### config.mk
export PLATFORM = sky130hd
export DESIGN_NAME = fetch_stage
export DESIGN_NICKNAME = d
export VERILOG_FILES = /design/src/rtl/cpu_types_pkg.sv /design/src/rtl/ifid_latch.sv /design/src/rtl/fetch_stage.sv
export SDC_FILE = /design/constraint.sdc
export NUM_CORES = 1
export LEC_CHECK = 0
export CORE_MARGIN = 4
export CORE_UTILIZATION = 30
export CTS_BUF_LIST = sky130_fd_sc_hd__clkbuf_4 sky130_fd_sc_hd__clkbuf_8
export DETAILED_ROUTE_END_ITERATION = 16
export DONT_BUFFER_PORTS = 1
export MAX_ROUTING_LAYER = met4
export PLACE_DENSITY_LB_ADDON = 0.1
export SLEW_MARGIN = 30
export SYNTH_ARGS = -nofsm -noshare
export SYNTH_HDL_FRONTEND = slang
export SYNTH_HIERARCHICAL = 1
export SYNTH_SLANG_ARGS = --single-unit
### constraint.sdc
create_clock -name CLK -period 3.25 [get_ports CLK]
set_input_delay 0.65 -clock CLK [delete_from_list [all_inputs] [get_ports CLK]]
set_output_delay 0.65 -clock CLK [all_outputs]
set_load 0.02 [all_outputs]
### src/rtl/cpu_types_pkg.sv
// Shared CPU types: machine word, fetch FSM states, IF/ID register layout
// and the bubble constants used by the front end of the pipeline.
package cpu_types_pkg;

  typedef logic [31:0] word_t;

  localparam word_t PC_INC   = 32'd4;
  localparam word_t NOP_WORD = 32'h0000_0000;

  typedef enum logic [1:0] {
    REQ    = 2'd0,
    HOLD   = 2'd1,
    HALTED = 2'd2
  } fetch_state_t;

  typedef struct packed {
    word_t instr;
    word_t npc;
    logic  valid;
  } ifid_t;

  localparam ifid_t IFID_BUBBLE = '{instr: NOP_WORD, npc: 32'd0, valid: 1'b0};

endpackage

### src/rtl/ifid_latch.sv
// IF/ID pipeline register: bubble beats load, otherwise the contents hold.
module ifid_latch
  import cpu_types_pkg::*;
(
  input  logic  CLK,
  input  logic  nRST,
  input  logic  load,
  input  logic  bubble,
  input  ifid_t d,
  output ifid_t q
);

  // NOTE: sequential state is written with <= only, so every register in the
  // design samples the pre-edge value of its inputs regardless of block order.
  always_ff @(posedge CLK or negedge nRST) begin
    if (!nRST)       q <= IFID_BUBBLE;
    else if (bubble) q <= IFID_BUBBLE;
    else if (load)   q <= d;
  end

endmodule

### src/rtl/fetch_stage.sv
// Instruction fetch: requests imemaddr from the icache, fills IF/ID, and
// parks a returned instruction in a one-entry skid buffer while decode stalls.
module fetch_stage
  import cpu_types_pkg::*;
(
  input  logic  CLK,
  input  logic  nRST,
  input  word_t imemaddr,
  output logic  pcEN,
  output logic  iREN,
  output word_t iaddr,
  input  logic  ihit,
  input  word_t imemload,
  input  logic  stall,
  input  logic  flush,
  input  logic  halt,
  output word_t instr_out,
  output word_t npc_out,
  output logic  valid_out
);

  fetch_state_t state, state_next;
  word_t        skid_instr, skid_npc;
  logic         skid_ld, skid_clr;
  logic         ifid_ld, ifid_bubble;
  ifid_t        ifid_d, ifid_q;
  word_t        npc;

  assign npc   = imemaddr + PC_INC;
  assign iaddr = imemaddr;
  assign iREN  = (state == REQ);
  assign pcEN  = nRST & (flush | ((state == REQ) & ihit));

  always_ff @(posedge CLK or negedge nRST) begin
    if (!nRST) state <= REQ;
    else       state <= state_next;
  end

  // Skid contents are meaningful only in HOLD; clearing keeps stale words out of view.
  always_ff @(posedge CLK or negedge nRST) begin
    if (!nRST) begin
      skid_instr <= NOP_WORD;
      skid_npc   <= '0;
    end else if (skid_clr) begin
      skid_instr <= NOP_WORD;
      skid_npc   <= '0;
    end else if (skid_ld) begin
      skid_instr <= imemload;
      skid_npc   <= npc;
    end
  end

  // NOTE: every signal driven here gets a default first, so no path through
  // the branches below can leave one unassigned and infer a latch.
  always_comb begin
    state_next  = state;
    ifid_ld     = 1'b0;
    ifid_bubble = 1'b0;
    ifid_d      = '{instr: imemload, npc: npc, valid: 1'b1};
    skid_ld     = 1'b0;
    skid_clr    = 1'b0;

    if (flush) begin
      ifid_bubble = 1'b1;
      skid_clr    = 1'b1;
      state_next  = REQ;
    end else if (halt) begin
      ifid_bubble = !stall;
      skid_clr    = 1'b1;
      state_next  = HALTED;
    end else begin
      unique case (state)
        REQ: begin
          if (ihit && !stall) begin
            ifid_ld = 1'b1;
          end else if (ihit) begin
            skid_ld    = 1'b1;
            state_next = HOLD;
          end else if (!stall) begin
            ifid_bubble = 1'b1;
          end
        end
        HOLD: begin
          if (!stall) begin
            ifid_ld    = 1'b1;
            ifid_d     = '{instr: skid_instr, npc: skid_npc, valid: 1'b1};
            skid_clr   = 1'b1;
            state_next = REQ;
          end
        end
        HALTED: begin
          // Nothing new enters decode until a flush restarts fetching.
          ifid_bubble = !stall;
        end
        default: state_next = REQ;
      endcase
    end
  end

  ifid_latch u_ifid (
    .CLK    (CLK),
    .nRST   (nRST),
    .load   (ifid_ld),
    .bubble (ifid_bubble),
    .d      (ifid_d),
    .q      (ifid_q)
  );

  assign instr_out = ifid_q.instr;
  assign npc_out   = ifid_q.npc;
  assign valid_out = ifid_q.valid;

endmodule
==> out/metrics.cfg <==
[synth]
synth-edff-count = 0
synth_ff_type = dfrtp_1
syn_nets = 694
postSynthAreaPerCell_sq_um = 10.7
syn_inst = 623
yosysSeqAreaShare_pct = 49.2
syn_area_sq_mm = 0.00667
async_flop_share_pct = 100
yosysUniqueCellTypes = 37
ys_seq_elements = 131
ys_warn_count = 6

[route]
drcViolationCount = 0
wl_um = 16900
vias = 4324
wl_per_cell_um = 19.4
drt_iter0_drc = 182
first_pass_iters = 4
vias_per_cell = 4.96
ant_nets = 0

[worst_setup_path]
worstPathArrival_ns = 1.77
end_kind = output pin
max_stage_delay_ns = 0.46
cp_slowest_cell = dfrtp_1
start_kind = flop
path_cells = nor2_1, a21oi_1, nor2b_1
worst-path-buf-inv = 0
cp_top_family = simple AND/OR/NAND/NOR gates
r2r_cells = 6
path_depth = 3
critPathKind = reg -> out
cp.required_ns = 2.60
worst-path-max-fanout = 6

[timing]
rsz0062_at_grt = false
hold_slack_ns = -0.108
setup_violations = 0
slew_headroom_pct = 47.2
setup_tns_ns = 0
period_needed_ns = 2.42
slew_violations = 0
final.period_utilization_pct = 74.5
hold_viol = 131
worstMarginPinSlew_ns = 0.792
fin_skew_ns = 0.0138
fin_ws_ns = 0.830
fmax_mhz = 413

[power]
power_mw = 3.34
p_leak_nw = 2.95
max-vdd-ir-drop_mv = 0.211
powerDensity_mw_per_mm2 = 472

[grt]
grt_pass1_wl_um = 27300
grt_usage_pct = 14.8
grt_max_degree = 133
grt_pass1_vias = 4704
overflow = 0
antenna_found_initial = 0

[clocking]
clk_pin_slew_worst_paths_ns = 0.09
cts_tree = built
post-cts-setup-buffer-count = 0
clock-root-buffer = clkbuf_8
clock_sinks = 131
clkLatencyLatePin_ns = 0.45
clock_path_buffers = 2
numCtsBuffers = 17
h-tree-depth = 4

[floorplan]
io_pins = 169
initial_utilization_pct = 30.6
fp.dieArea_sq_mm = 0.0247
rows = 54
chipHeight_um = 157
fp.dieW_um = 157
coreArea_sq_mm = 0.0218

[job]
cap_violations = 0

[run_status]
violations = hold timing
status = finished with violations

[cells_and_area]
multi_input_area_sq_mm = 0.00290
seq_area_sq_mm = 0.00328
final_cells = 872
drive_gt1_share_pct = 14.2
antenna_cells = 0
nNetsFinal = 650
num-fill-cells = 2209
final_area_sq_mm = 0.00708
syn_to_final_growth_pct = 6.12
final_core_util_pct = 32.4

[placed_design]
port_buffers = 0
dpl.hpwl_um = 10300
place_congestion = 0.739
dp_cells = 840
dpl_cell_area_sq_mm = 0.00666
post-place-ws_ns = 0.814

[min_path]
worstHoldPathType = in -> async

## cell usage in the layout (no fill, tap or decap), types with 3 or more instances in the layout
cell type	instances
mux2_1	10
clkbuf_8	18
and3_1	4
o21ai_1	17
a22o_1	35
nor3_2	8
nor3_1	4
mux2_2	25
nor4_4	3
mux2i_1	65
nor2_1	102
inv_1	5
buf_12	4
buf_4	3
nand4_1	4
xor2_1	8
inv_6	7
dfrtp_1	131
nand2_1	35
a21oi_1	33
xnor2_1	20
nand3_1	12
o21ai_0	13
and4_1	4
## final cells by class
cell class                 instances  share of cell area (%)
multi-input combinational        416                    41.0
clock inverter                    14                    2.33
inverter                           5                   0.265
timing repair buffer               8                    1.61
clock buffer                      18                    3.50
tap                              280                    4.95
sequential                       131                    46.3
## registers in the layout, indices dropped and copies added (netlist names)
| name | count |
|---|---|
| state | 2 |
| u_ifid/q | 65 |
| skid_npc | 32 |
| skid_instr | 32 |
## kinds of logic (layout without fill, tap and decap cells)
family	Yosys count	count (layout)	synth area share, %
adders and majority gates	1	1	0.188
muxes	100	100	15.7
and+or+nand+nor	187	187	13.8
DFF	131	131	49.2
other	1	1	0.0562
buffers and inverters	76	45	8.01
xor gates and xnor gates	28	28	3.68
AOI/OAI and AO/OA	99	99	9.44
## cell usage after synthesis (2+ instances only)
master / n / area (sq um)
a21oi_1: 33 / 165
nor3_1: 4 / 20.0
dfrtp_1: 131 / 3280
nor3_2: 9 / 90.1
and3_1: 4 / 25.0
mux2i_1: 65 / 651
and4_1: 4 / 35.0
nor4_4: 2 / 42.5
nand2_1: 35 / 131
mux2_2: 25 / 282
o21ai_1: 17 / 85.1
buf_6: 2 / 22.5
clkbuf_1: 8 / 30.0
buf_4: 35 / 263
a22o_1: 35 / 307
o21ai_0: 13 / 65.1
buf_2: 17 / 85.1
nand2b_1: 2 / 12.5
mux2_1: 10 / 113
nand4_1: 4 / 25.0
nand3_1: 13 / 65.1
buf_1: 4 / 15.0
xor2_1: 8 / 70.1
buf_12: 5 / 100
xnor2_1: 20 / 175
inv_1: 5 / 18.8
nor2_1: 103 / 387
## metal layers
metal	wire length [um]	GRT usage, %
met5	0	-
met4	224	4.88
met3	1390	5.20
met2	7800	21.7
met1	7490	19.1
## timing repair
item,4_1_cts,5_1_grt
endpoints found under the setup margin,0,0
endpoints found under the hold margin,131,131
resized for setup,0,0
## where the power goes
part           internal [mW]  switching [mW]
logic                 0.0841           0.111
clock network          0.727           0.743
registers               1.65          0.0248
total                   2.46           0.879
## final timing paths
path / start / endpoint / slack [ns]
worst min register to register: skid_npc[8]$_DFFE_PN0P_ / skid_npc[8]$_DFFE_PN0P_ / 0.49
max in group asynchronous: nRST / skid_npc[3]$_DFFE_PN0P_ / 3.17
worst min-delay path: nRST / u_ifid/q[25]$_DFFE_PN0P_ / -0.11
min in group CLK: flush / state[1]$_DFFE_PN0P_ / 0.26
worst max-delay path: state[1]$_DFFE_PN0P_ / pcEN / 0.83
worst max register to register: state[1]$_DFFE_PN0P_ / u_ifid/q[54]$_DFFE_PN0P_ / 0.96
No activity file was read; power rests on OpenSTA's default activity.
